File: src/rtl/instr_fetch.sv
// Program counter and fetch sequencer driving the instruction ROM address.
// Optional dynamic instruction counter built when INSTR_FETCH_PERF_CNT_EN is defined.
module instr_fetch #(
   parameter int PC_W       = 10,
   parameter int PROG_DEPTH = 512,
   parameter int START_ADDR = 0,
   parameter int CNT_W      = 16
) (
   input  logic             Clk,
   input  logic             Reset,
   input  logic             Start,
   input  logic             Halt,
   input  logic             Stall,
   input  logic             BranchEn,
   input  logic [PC_W-1:0]  BranchTarget,
   output logic [PC_W-1:0]  InstAddress,
   output logic             Running,
   output logic             Done,
   output logic             Fault,
   output logic [CNT_W-1:0] DynInstCount,
   output logic [1:0]       state_dbg
);

   typedef enum logic [1:0] {IDLE = 2'd0, RUN = 2'd1, DONE = 2'd2} state_t;

   localparam logic [PC_W-1:0] START_PC = PC_W'(START_ADDR);
   localparam logic [PC_W-1:0] LAST_PC  = PC_W'(PROG_DEPTH - 1);

   state_t          state;
   logic [PC_W-1:0] pc;
   logic            target_ok;

   // Control semantics: Start is a level sampled only in IDLE/DONE; in RUN the
   // decoder inputs are sampled every cycle with priority Halt > Stall > BranchEn
   // > end-of-program check > sequential step. There is no back-pressure path.
   assign target_ok = (32'(BranchTarget) < 32'(PROG_DEPTH));

   always_ff @(posedge Clk) begin
      if (Reset) begin
         state <= IDLE;
         pc    <= START_PC;
         Done  <= 1'b0;
         Fault <= 1'b0;
      end else begin
         case (state)
            IDLE, DONE: begin
               if (Start) begin
                  state <= RUN;
                  pc    <= START_PC;
                  Done  <= 1'b0;
                  Fault <= 1'b0;
               end
            end
            RUN: begin
               if (Halt) begin
                  state <= DONE;
                  Done  <= 1'b1;
               end else if (Stall) begin
                  // Branch ignored here; the decoder re-presents it after the stall.
                  pc <= pc;
               end else if (BranchEn) begin
                  if (target_ok) begin
                     pc <= BranchTarget;
                  end else begin
                     state <= DONE;
                     Done  <= 1'b1;
                     Fault <= 1'b1;
                  end
               end else if (pc == LAST_PC) begin
                  state <= DONE;
                  Done  <= 1'b1;
                  Fault <= 1'b1;
               end else begin
                  pc <= pc + 1'b1;
               end
            end
            default: state <= IDLE;
         endcase
      end
   end

   assign InstAddress = pc;
   assign Running     = (state == RUN);
   assign state_dbg   = state;

`ifdef INSTR_FETCH_PERF_CNT_EN
   logic             advance;
   logic             launch;
   logic [CNT_W-1:0] cnt;

   // Mirrors the PC-advancing branches of the RUN priority chain.
   always_comb begin
      advance = 1'b0;
      if (state == RUN && !Halt && !Stall) begin
         if (BranchEn) advance = target_ok;
         else          advance = (pc != LAST_PC);
      end
   end

   assign launch = (state != RUN) && Start;

   always_ff @(posedge Clk) begin
      if (Reset || launch) begin
         cnt <= '0;
      end else if (advance && (cnt != {CNT_W{1'b1}})) begin
         cnt <= cnt + 1'b1;
      end
   end

   assign DynInstCount = cnt;
`else
   assign DynInstCount = '0;
`endif

endmodule
File: config.mk
export PLATFORM = sky130hd
export DESIGN_NAME = instr_fetch
export DESIGN_NICKNAME = d
export VERILOG_FILES = /design/src/rtl/instr_fetch.sv
export SDC_FILE = /design/constraint.sdc
export NUM_CORES = 1
export LEC_CHECK = 0
export ABC_AREA = 1
export CAP_MARGIN = 20
export CORE_MARGIN = 2
export CORE_UTILIZATION = 42
export CTS_CLUSTER_SIZE = 14
export DETAILED_ROUTE_END_ITERATION = 12
export GPL_ROUTABILITY_DRIVEN = 0
export PLACE_DENSITY = 0.88
export SLEW_MARGIN = 20
export SYNTH_ARGS = -nofsm -noshare
export SYNTH_HDL_FRONTEND = slang
export SYNTH_SLANG_ARGS = --single-unit
File: constraint.sdc
create_clock -name Clk -period 2.1 [get_ports Clk]
set_clock_uncertainty 0.15 [all_clocks]
set_input_delay 0.42 -clock Clk [delete_from_list [all_inputs] [get_ports Clk]]
set_output_delay 0.42 -clock Clk [all_outputs]
set_load 0.01 [all_outputs]
======== Yosys cells after proc, flatten, opt, wreduce, memory -nomap -nowiden ========
Index checks and enable logic that the tools add are counted.
storage, ports and cells
  register bits ........................... 14
  latch bits .............................. 0
  RAM bits ................................ 0
  bits in read-only memories .............. 0
  input port bits ......................... 16
  output and inout bits ................... 31
  memories kept ........................... 0
operators by class
  add/sub/neg operators ................... 1
  multipliers ............................. 0
  div/mod/pow operators ................... 0
  $lt $le $gt $ge ......................... 1
  eq/ne operators ......................... 13
  shift operators ......................... 0
  multiplexer cells ....................... 23
  bitwise operators ....................... 0
  reduce and logical (&&, ||, !) cells .... 7
operators by type and width
  kind                                                                      count
  10-bit two-way mux                                                        6
  10-bit case mux with 2 select lines                                       1
  2-bit two-way mux                                                         6
  6-bit AND reduction                                                       2
  10-bit by 1-bit adder with 10-bit output (second input constant)          1
  10-bit by 9-bit == test with 1-bit output (second input constant)         1
  10-bit < comparator (second input constant)                               1
  3-bit inequality test (second input constant)                             3
  1-bit two-way mux                                                         7
  2-bit inequality test (second input constant)                             3
  3-bit by 2-bit inequality test with 1-bit output (second input constant)  2
  5-bit AND reduction                                                       1
  4-bit by 3-bit inequality test with 1-bit output (second input constant)  1
  4-bit inequality test (second input constant)                             1
  1-bit case mux with 2 select lines                                        2
  2-bit case mux with 2 select lines                                        1
  4-bit AND reduction                                                       1
  2-bit by 1-bit == test with 1-bit output (second input constant)          1
  2-bit == test (second input constant)                                     1
  2-bit logical NOT                                                         1
  2-bit nonzero test                                                        1
  2-bit OR reduction                                                        1

======== Logic depth before layout (Yosys ltp) ========
  word-level depth ........................ 6
  depth in mapped cells ................... 10
  depth with buffers taken out ............ 9

======== Worst setup path before layout ========
No wires, ideal clock.
  kind .................................... reg2reg
  start point ............................. register pc[0], in the netlist InstAddress[0]
  end point ............................... register pc[2], in the netlist InstAddress[2]
  arrival ................................. 1.364 ns
  required time ........................... 1.836 ns
  slack ................................... 0.472 ns
  cell stages (with the launch flop) ...... 10
  buffers on the path ..................... 1
  period minus slack after synthesis ...... 1.628 ns
  path through ............................ dfxtp_1 > ha_1 > nand2_1 > nor2_4 > nand3_2 > nor2_4 > nor2_4 > buf_6 > nor2_1 > nor2_2
between the ends
  longest elaborated chain between the ends .. 6
  elaborated cells between the ends (all ways) .. 9
  those cells by class .................... 1 x add/sub; 2 x eq/ne; 5 x mux; 1 x reduce/logical
ends and longest elaborated chain
  item                                      RTL line  RTL
  from (decl)                               30        logic [PC_W-1:0] pc;
  from (signal assigned)                    60        pc <= pc;
  from (signal assigned)                    63        pc <= BranchTarget;
  from (signal assigned)                    74        pc <= pc + 1'b1;
  10-bit by 1-bit adder with 10-bit output  74
  10-bit two-way mux                        69        end else if (pc == LAST_PC) begin
  10-bit two-way mux                        61        end else if (BranchEn) begin
  10-bit two-way mux                        58        end else if (Stall) begin
  10-bit two-way mux                        55        if (Halt) begin
  10-bit case mux with 2 select lines       45        case (state)
Parallel ways exist; a longest one is shown, timed or not. The select of a mux whose other input is x is not followed.
A chain may end at the register's enable or synchronous reset.

======== Final worst setup path ========
  start point ............................. register state[0], in the netlist state_dbg[0]
  end point ............................... output Running
between the ends
  longest elaborated chain between the ends .. 1
ends and longest elaborated chain
  item                                      RTL line  RTL
  from (decl)                               29        state_t state;
  from (signal assigned)                    40        state <= IDLE;
  from (signal assigned)                    48        state <= RUN;
  from (signal assigned)                    56        state <= DONE;
  2-bit by 1-bit == test with 1-bit output  83        assign Running = (state == RUN);
  to (decl)                                 17        output logic Running,
Every way passes these cells.

==> results by group <==
Clock network
  – Worst-path clk slew: 0.09 ns
  – H-tree depth reported by CTS: 1
  – CTS tree: yes
  – Clk buf depth: 2
  – Setup bufs post-CTS: 0
  – Post-cts gate resize count: 0
  – CTS buffer count: 3
  – Clock insertion delay at the later pin of the skew report: ~0.28 ns
  – Clk sinks: 14
  – Hold Buf Count CTS: 0
  – CTS Root Cell: clkbuf_4

Synthesis
  – Avg Cell Area, Syn: between 6 and 7 um^2
  – Top cell type's share of synthesized area: a little over a quarter
  – Post-synth EDFFs: 0
  – Post-synthesis instance total: 171
  – Area contributors post-synth: dfxtp_1 26%, nand2_1 15%, buf_4 11%
  – Sequential area share after synthesis: between 20% and 30%
  – Synth async-reset ratio: 0%
  – Mapped cell area: around 1100 um^2
  – Synth cell count leaders: 43 x nand2_1, 29 x nor2_1, 16 x buf_4
  – #FFs+latches synth: 14
  – Primary FF master, synth: dfxtp_1
  – Count leader, synth: nand2_1
  – Yosys top cell by area: dfxtp_1
  – Ys Warns: 0
  – Synth cell types: 24

Floorplan
  – DIE WIDTH: 54.47 um
  – I/O pin count: 47
  – Row count: 18
  – Initial Util: 43.58%
  – Die Footprint: just under 3000 um^2
  – Die Span Y: ~54 um
  – Placeable Area: around 2500 um^2

Run status
  – Status: finished, final reports clean

Drt
  – Vias per cell: ~4.7
  – Drt drc: 0
  – WL final: about 2400 um
  – DR WL/cell: between 10 and 15 um
  – DR vias: 1117
  – Routed Antenna Nets: 0
  – Initial DRC count: 21
  – Pre-Repair DR Iteration Count: 4

Placement
  – Dpl ws: between 0.01 and 0.015 ns
  – Port buffer count: 30
  – Detailed Place HPWL: around 1900 um
  – Placed Cells: 232

STA
  – RSZ-0062 raised after global routing: false
  – Slew Viols, Final: 0
  – Setup Viol. Count Final: 0
  – Final Critical Period: approximately 2.0 ns
  – Period Utilization, post-route: 95.16%
  – Final hold viol count: 0
  – Final worst setup slack: roughly 0.1 ns
  – Achievable Freq: 500.4 MHz
  – Setup TNS: 0 ns

Setup path
  – Worst EP arrival: about 1.4 ns
  – CP endpoint kind: primary output
  – R2R depth: 9
  – Crit Path Max Fanout: 7
  – Worst Setup Start Kind: flip-flop
  – WS Path Type: flip-flop to primary output
  – Critical path data required time: 1.53 ns

Worst hold path
  – Hold Crit Class: flip-flop to flip-flop
  – WHS Path Cells: 2

Global route
  – Grt ovf: 0
  – Largest net degree at the start of global routing: 15
  – Initial antenna violation count: 0
  – Vias in the first global route: 920
  – First-pass GRT wire length: 3691 um
  – Gr usage total: ~17%

Job
  – Max_cap viols: 0

Finish
  – Fin cells: 236
  – Fillers: about 240
  – Share of post-route cells with drive strength above 1: 12.62%
  – Area growth, synth to finish: 30.41%
  – Post-layout nets: approximately 220
  – Ant. Diodes: 0

Pwr
  – Leak: approximately 0.63 nW
  – Worst VDD drop: approximately 0.00045 V
  – Power density over the cells: around 550 nW/um^2
-- worst max-delay path: stages, from the launching register on --
cell             delay (ns)
dfxtp_2                0.39
nand2_4                0.10
inv_2                  0.10
clkdlybuf4s50_1        0.55
-- stage by stage --
step	power (mW)	utilization (%)	hold slack, ns	instance area, um^2
6_report	0.7620	56.83	0.3020	1395
5_1_grt	0.8101	56.83	0.3334	1395
4_1_cts	0.7644	56.78	0.3058	1394
3_5_place_dp	0.5734	55.30	0.2924	1358
3_3_place_gp	0.5675	55.30	0.2869	1358
2_1_floorplan	0.4853	-	0.3195	1126
-- final timing paths --
| check | from | to | slack [ns] |
|---|---|---|---|
| setup / recovery | state_dbg[0] | Running | 0.10 |
| hold / removal | Fault | Fault | 0.30 |
| setup reg to reg | InstAddress[0] | InstAddress[7] | 0.34 |
| hold reg to reg | Fault | Fault | 0.30 |
-- flip-flops by register name (all words and copies together), names as in the netlist --
| register | cells |
|---|---|
| Fault | 1 |
| Done | 1 |
| state_dbg | 2 |
| InstAddress | 10 |
-- cell type report --
type | instances | area [um^2] | area share (%)
flip-flops and latches | 14 | 281.5 | 20.18
well taps | 30 | 37.54 | 2.691
multi-input cells | 137 | 645.6 | 46.28
clock buffers | 4 | 36.28 | 2.601
repair buffers | 34 | 330.3 | 23.68
inverters | 17 | 63.81 | 4.574
-- placed cells by master (no fill, tap or decap), drive strengths merged --
cell type      Yosys  layout
o21bai             1       1
o311ai             1       1
nand4              3       3
buf               18       4
dfxtp             14      14
clkbuf             0       4
nand2             44      44
nand3             12      12
clkdlybuf4s50      0      30
o21ai             13      13
inv               17      17
a21oi              5       5
nor2              38      38
conb               1      16
or2                1       1
ha                 1       1
a22oi              2       2
-- cells by family (layout without fill, tap and decap cells) --
family,count (synthesis),after routing,share of synthesized area (%)
simple gates,98,98,41.87
buf+inv,35,55,18.71
compound gates,22,22,11.70
flops,14,14,26.20
fa+ha+maj,1,1,1.169
other cells,1,16,0.3505
-- report_power, final --
part           leakage (nW)  internal, mW  switching [mW]
Combinational         0.491         0.118           0.129
Sequential            0.116         0.291          0.0311
Clock                0.0210         0.105          0.0880
Total                 0.627         0.514           0.248
-- metal layers --
layer	GRT usage (%)	wire length, um
met5	0	0
met1	22.17	1126
met2	28.31	1132
met4	7.083	0
met3	3.279	131
(Power assumes the default switching activity.)
